**config.mk**
```make
export PLATFORM = sky130hd
export DESIGN_NAME = mole_scheduler
export DESIGN_NICKNAME = d
export VERILOG_FILES = /design/src/rtl/whack_pkg.sv /design/src/rtl/rise_detect.sv /design/src/rtl/mole_scheduler.sv
export SDC_FILE = /design/constraint.sdc
export NUM_CORES = 1
export LEC_CHECK = 0
export BUFFER_PORTS_ARGS = -buffer_cell sky130_fd_sc_hd__clkbuf_2
export CAP_MARGIN = 20
export CORE_UTILIZATION = 50
export CTS_BUF_LIST = sky130_fd_sc_hd__clkbuf_8 sky130_fd_sc_hd__clkbuf_16
export CTS_CLUSTER_SIZE = 12
export DETAILED_ROUTE_END_ITERATION = 10
export HOLD_SLACK_MARGIN = 0.02
export PLACE_DENSITY = 0.68
export SLEW_MARGIN = 20
export SYNTH_ARGS = -nofsm -noshare
export SYNTH_HDL_FRONTEND = slang
export SYNTH_SLANG_ARGS = --single-unit
```
**constraint.sdc**
```tcl
create_clock -name clk -period 4 [get_ports clk]
set_input_delay 0.8 -clock clk [delete_from_list [all_inputs] [get_ports clk]]
set_output_delay 0.8 -clock clk [all_outputs]
set_load 0.05 [all_outputs]
```
**src/rtl/whack_pkg.sv**
```systemverilog
// Shared types and constants for the whack-a-mole game blocks.
package whack_pkg;

  typedef enum logic [1:0] {
    IDLE,
    PAUSE,
    SHOW,
    OVER
  } state_t;

  localparam int TIMER_W  = 16;
  localparam int NUM_SEGS = 7;

  // Map the LFSR value onto 0..6 and never repeat the previous segment.
  function automatic logic [2:0] pick_seg(input logic [2:0] rnd, input logic [2:0] prev);
    logic [2:0] s;
    s = (rnd == 3'd7) ? 3'd0 : rnd;
    if (s == prev) begin
      s = (s == 3'(NUM_SEGS - 1)) ? 3'd0 : s + 3'd1;
    end
    return s;
  endfunction

endpackage

```
**src/rtl/rise_detect.sv**
```systemverilog
// Registered rising-edge detector: pulses for one cycle when d_i goes 0 -> 1.
module rise_detect (
  input  logic clk,
  input  logic rst,
  input  logic d_i,
  output logic rise_o
);

  logic d_q;

  always_ff @(posedge clk or posedge rst) begin
    if (rst) begin
      d_q <= 1'b0;
    end else begin
      d_q <= d_i;
    end
  end

  assign rise_o = d_i & ~d_q;

endmodule

```
**src/rtl/mole_scheduler.sv**
```systemverilog
// Whack-a-mole round sequencer: times pauses and mole visibility, tracks level,
// shrinking window, hits and misses, and flags game over.
module mole_scheduler
  import whack_pkg::*;
#(
  parameter logic [15:0] WIN_INIT       = 16'd50000,
  parameter logic [15:0] WIN_STEP       = 16'd5000,
  parameter logic [15:0] WIN_MIN        = 16'd10000,
  parameter logic [15:0] PAUSE_CYCLES   = 16'd20000,
  parameter int          HITS_PER_LEVEL = 4,
  parameter int          MAX_MISSES     = 3
) (
  input  logic       clk,
  input  logic       rst,
  input  logic       start,
  input  logic [2:0] rand_seg,
  input  logic       hit,
  output logic [2:0] mole_seg,
  output logic       mole_vis,
  output logic       new_mole,
  output logic [3:0] level,
  output logic [2:0] misses,
  output logic       game_over
);

  logic start_rise;

  rise_detect u_start_rise (
    .clk    (clk),
    .rst    (rst),
    .d_i    (start),
    .rise_o (start_rise)
  );

  state_t             state_q, state_d;
  logic [TIMER_W-1:0] timer_q, timer_d;
  logic [TIMER_W-1:0] window_q, window_d;
  logic [3:0]         hit_cnt_q, hit_cnt_d;
  logic [2:0]         mole_seg_q, mole_seg_d;
  logic               mole_vis_q, mole_vis_d;
  logic               new_mole_q, new_mole_d;
  logic [3:0]         level_q, level_d;
  logic [2:0]         misses_q, misses_d;
  logic               game_over_q, game_over_d;

  // One extra bit so the floor test cannot wrap for large parameters.
  logic [TIMER_W:0] win_floor_sum;
  assign win_floor_sum = {1'b0, WIN_MIN} + {1'b0, WIN_STEP};

  always_ff @(posedge clk or posedge rst) begin
    if (rst) begin
      state_q     <= IDLE;
      timer_q     <= '0;
      window_q    <= WIN_INIT;
      hit_cnt_q   <= '0;
      mole_seg_q  <= '0;
      mole_vis_q  <= 1'b0;
      new_mole_q  <= 1'b0;
      level_q     <= '0;
      misses_q    <= '0;
      game_over_q <= 1'b0;
    end else begin
      state_q     <= state_d;
      timer_q     <= timer_d;
      window_q    <= window_d;
      hit_cnt_q   <= hit_cnt_d;
      mole_seg_q  <= mole_seg_d;
      mole_vis_q  <= mole_vis_d;
      new_mole_q  <= new_mole_d;
      level_q     <= level_d;
      misses_q    <= misses_d;
      game_over_q <= game_over_d;
    end
  end

  always_comb begin
    state_d     = state_q;
    timer_d     = timer_q;
    window_d    = window_q;
    hit_cnt_d   = hit_cnt_q;
    mole_seg_d  = mole_seg_q;
    mole_vis_d  = mole_vis_q;
    new_mole_d  = 1'b0;
    level_d     = level_q;
    misses_d    = misses_q;
    game_over_d = game_over_q;

    // A restart overrides whatever the current state would do this cycle.
    if (start_rise) begin
      level_d     = '0;
      misses_d    = '0;
      hit_cnt_d   = '0;
      game_over_d = 1'b0;
      window_d    = WIN_INIT;
      timer_d     = PAUSE_CYCLES - 16'd1;
      mole_vis_d  = 1'b0;
      state_d     = PAUSE;
    end else begin
      case (state_q)
        PAUSE: begin
          mole_vis_d = 1'b0;
          if (timer_q == '0) begin
            mole_seg_d = pick_seg(rand_seg, mole_seg_q);
            mole_vis_d = 1'b1;
            new_mole_d = 1'b1;
            timer_d    = window_q - 16'd1;
            state_d    = SHOW;
          end else begin
            timer_d = timer_q - 16'd1;
          end
        end
        SHOW: begin
          if (hit) begin
            mole_vis_d = 1'b0;
            timer_d    = PAUSE_CYCLES - 16'd1;
            state_d    = PAUSE;
            if (hit_cnt_q == 4'(HITS_PER_LEVEL - 1)) begin
              hit_cnt_d = '0;
              if (level_q != 4'd15) begin
                level_d = level_q + 4'd1;
              end
              window_d = ({1'b0, window_q} < win_floor_sum) ? WIN_MIN : window_q - WIN_STEP;
            end else begin
              hit_cnt_d = hit_cnt_q + 4'd1;
            end
          end else if (timer_q == '0) begin
            misses_d   = misses_q + 3'd1;
            mole_vis_d = 1'b0;
            if (misses_q == 3'(MAX_MISSES - 1)) begin
              game_over_d = 1'b1;
              state_d     = OVER;
            end else begin
              timer_d = PAUSE_CYCLES - 16'd1;
              state_d = PAUSE;
            end
          end else begin
            timer_d = timer_q - 16'd1;
          end
        end
        OVER: begin
          mole_vis_d  = 1'b0;
          game_over_d = 1'b1;
        end
        default: begin
        end
      endcase
    end
  end

  assign mole_seg  = mole_seg_q;
  assign mole_vis  = mole_vis_q;
  assign new_mole  = new_mole_q;
  assign level     = level_q;
  assign misses    = misses_q;
  assign game_over = game_over_q;

endmodule

```
==> metrics.cfg <==
[status]
status = completed

[clocking]
clock_path_buffers = 2
cts_resized = 0
cts.clk_slew.worst_paths_ns = 0.10
cts_tree = done
htreeDepth = 2
clock_sinks = 49
numCtsBuffers = 5
cts_root_buffer = clkbuf_8
postCtsHoldBufs = 0
worstSkewPairLatency_ns = 0.31
post_cts_buffers = 0

[global_route]
overflow = 0
grt_max_degree = 50
grt_antenna_before_repair = 0
track_usage_pct = 23.0
grt_pass1_wl_um = 12900
grt_pass1_vias = 2704

[floorplanning]
die_w_um = 83.3
num_rows = 29
start_util_pct = 51.8
dieArea_um2 = 6950
die_y_um = 83.3
core_area_um2 = 6390
ios = 20

[route]
routed_wl_um = 7780
drt_iter0_drc = 233
routed_via_density = 6.40
drt_first_pass_iters = 5
wl_met2_um = 3850
wl_met3_um = 302
drcViolationCount = 0
highest_layer = met4
vias = 2974
met1Wirelength_um = 3530
post_drt_wl_per_cell_um = 16.7
drt.antenna.violating_nets = 0

[sta]
timing.fmax_ghz = 0.358
tns_ns = 0
max_slew.worst_pin.slew_ns = 1.03
hold_slack_ns = 0.508
grt_setup_unrepaired = no
maxSlewViolCount = 0
layout_setup_ws_ns = 1.20
max_slew_margin_pct = 31.1
clock_skew_ns = 0.0105
min_period_ns = 2.80
finalHoldViolCount = 0
setup-violations-final = 0
finalCritPeriodShare_pct = 69.9

[worst_setup_path]
cp-startpoint = timer_q[0]
critPathRequiredTime_ns = 4.20
r2r_slack_ns = 1.20
worstSetupStartpointType = flop
critical_path.slowest_cell = nor4_4
worst_r2r_endpoint = timer_q[6]
crit_path_end_kind = flop
crit_chain = inv_1, ha_1, or4b_4, nor4_4, a21oi_2, o21ai_0, o22ai_1
critPathKind = reg2reg
slowest_delay_ns = 0.68
r2r-start = timer_q[0]
cp-endpoint = timer_q[6]
cp_data_arrival_time_ns = 2.99
reg2reg_depth = 7
worst-path-max-fanout = 16

[layout]
final_cell_count_no_fill = 465
area_growth_syn_to_layout_pct = 6.43
fillers = 601
drive_gt1_share_pct = 13.9
stdcell_area_um2 = 3520
nets = 402
antenna_cells = 0

[logic_synthesis]
yosysSeqAreaShare_pct = 37.3
ys_seq_elements = 49
ys_types = 62
synth.top_cell.area_share_pct = 32.5
synth_nets = 395
netlist_area_um2 = 3310
yosys.area.top_type = dfrtp_1
synth.area.top_cells = dfrtp_1 (33%), dfstp_2 (4.8%), o21ai_0 (3.8%)
syn_area_per_cell_um2 = 8.71
synth_ff_type = dfrtp_1
synth_warnings = 0
synth_edf_count = 0
synthArstFlopShare_pct = 100
synthCells = 380

[place]
post-place-ws_ns = 1.26
dp_cells = 457
dpl.hpwl_um = 5320
port_buffers = 19
post_dp_cell_area_um2 = 3420
gp_congestion = 0.847

[power_and_ir_drop]
vdd_drop_max_mv = 0.329
power.density_nw_per_um2 = 396
p_leak_nw = 1.43

[hold_path]
hold_path_class = reg2reg

[job]
max-cap-violations = 0

synthesized netlist by cell type, types with 6 or more instances:
master and number:
xnor2_1 11, nand4_1 7, o21ai_0 25, dfrtp_1 43, or3_1 7, a32o_1 7
nand3_1 13, clkbuf_1 16, xor2_1 7, nand2b_1 6, dfstp_2 6, a31oi_1 6
inv_1 19, o22ai_1 11, nand2_1 29, nor2_1 32, a21oi_1 23, nor4_1 7
ha_1 8, nor3_1 14
cell families after synthesis:
| logic type | Yosys count | share of synthesized area [%] |
|---|---|---|
| XOR/XNOR | 18 | 4.77 |
| buffers and inverters | 40 | 5.07 |
| AND/OR/NAND/NOR | 144 | 24.4 |
| flip-flops | 49 | 37.3 |
| adder cells (fa/ha/maj) | 8 | 3.03 |
| AO/OA/AOI/OAI | 120 | 25.2 |
| multiplexers | 1 | 0.303 |
critical path: cells and delay by family (launching register included):
kind                       cells  cell delay [ns]
and+or+nand+nor                2             1.19
AOI/OAI and AO/OA              3             0.79
DFF                            1             0.44
adders and majority gates      1             0.17
buffers and inverters          1             0.10
layer usage:
| metal | GRT usage [%] | vias to the layer above |
|---|---|---|
| met4 | 7.68 | 0 |
| li1 | - | 1438 |
| met3 | 2.39 | 10 |
| met2 | 39.6 | 92 |
| met1 | 30.1 | 1434 |
| met5 | 0 | - |
flip-flops by register name, summed over array words and instances, names as in the netlist:
register,flops
game_over,1
hit_cnt_q,4
level,4
misses,3
mole_seg,3
mole_vis,1
new_mole,1
state_q,2
timer_q,16
u_start_rise.d_q,1
window_q,13
through the flow:
stage | util (%) | power [mW]
3_5_place_dp | 53.6 | 1.09
5_1_grt | 55.1 | 1.47
4_1_cts | 55.0 | 1.40
6_report | 55.1 | 1.40
2_1_floorplan | - | 0.996
3_3_place_gp | 53.6 | 1.08
layout by cell type, fill, tap and decap left out, types with 8 or more instances in the layout:
cell	count
xnor2_1	11
ha_1	8
inv_1	18
o22ai_1	11
dfrtp_1	43
nor3_1	14
nand2_1	29
nor2_1	32
clkbuf_2	19
nand3_1	13
a21oi_1	23
o21ai_0	25
power by group:
| part | switching (mW) | total, mW | internal (mW) |
|---|---|---|---|
| clock | 0.183 | 0.308 | 0.125 |
| combinational | 0.219 | 0.374 | 0.155 |
| sequential | 0.128 | 0.714 | 0.586 |
area by class of cell:
class / count / area, um^2 / share of cell area (%)
Clock buffer: 5 / 68.8 / 1.95
Clock inverter: 3 / 22.5 / 0.640
Inverter: 19 / 72.6 / 2.06
Multi-Input combinational cell: 291 / 1920 / 54.4
Sequential cell: 49 / 1230 / 35.0
Tap cell: 77 / 96.3 / 2.74
Timing Repair Buffer: 21 / 110 / 3.13
worst min path at each step:
stage	from	endpoint	slack, ns	depth (start not counted)
4_1_cts	game_over	game_over	0.51	2
6_report	game_over	game_over	0.51	2
3_5_place_dp	game_over	game_over	0.49	2
2_1_floorplan	window_q[15]	window_q[15]	0.48	2
3_3_place_gp	game_over	game_over	0.49	2
5_1_grt	window_q[15]	window_q[15]	0.53	2
(Power assumes the default switching activity.)
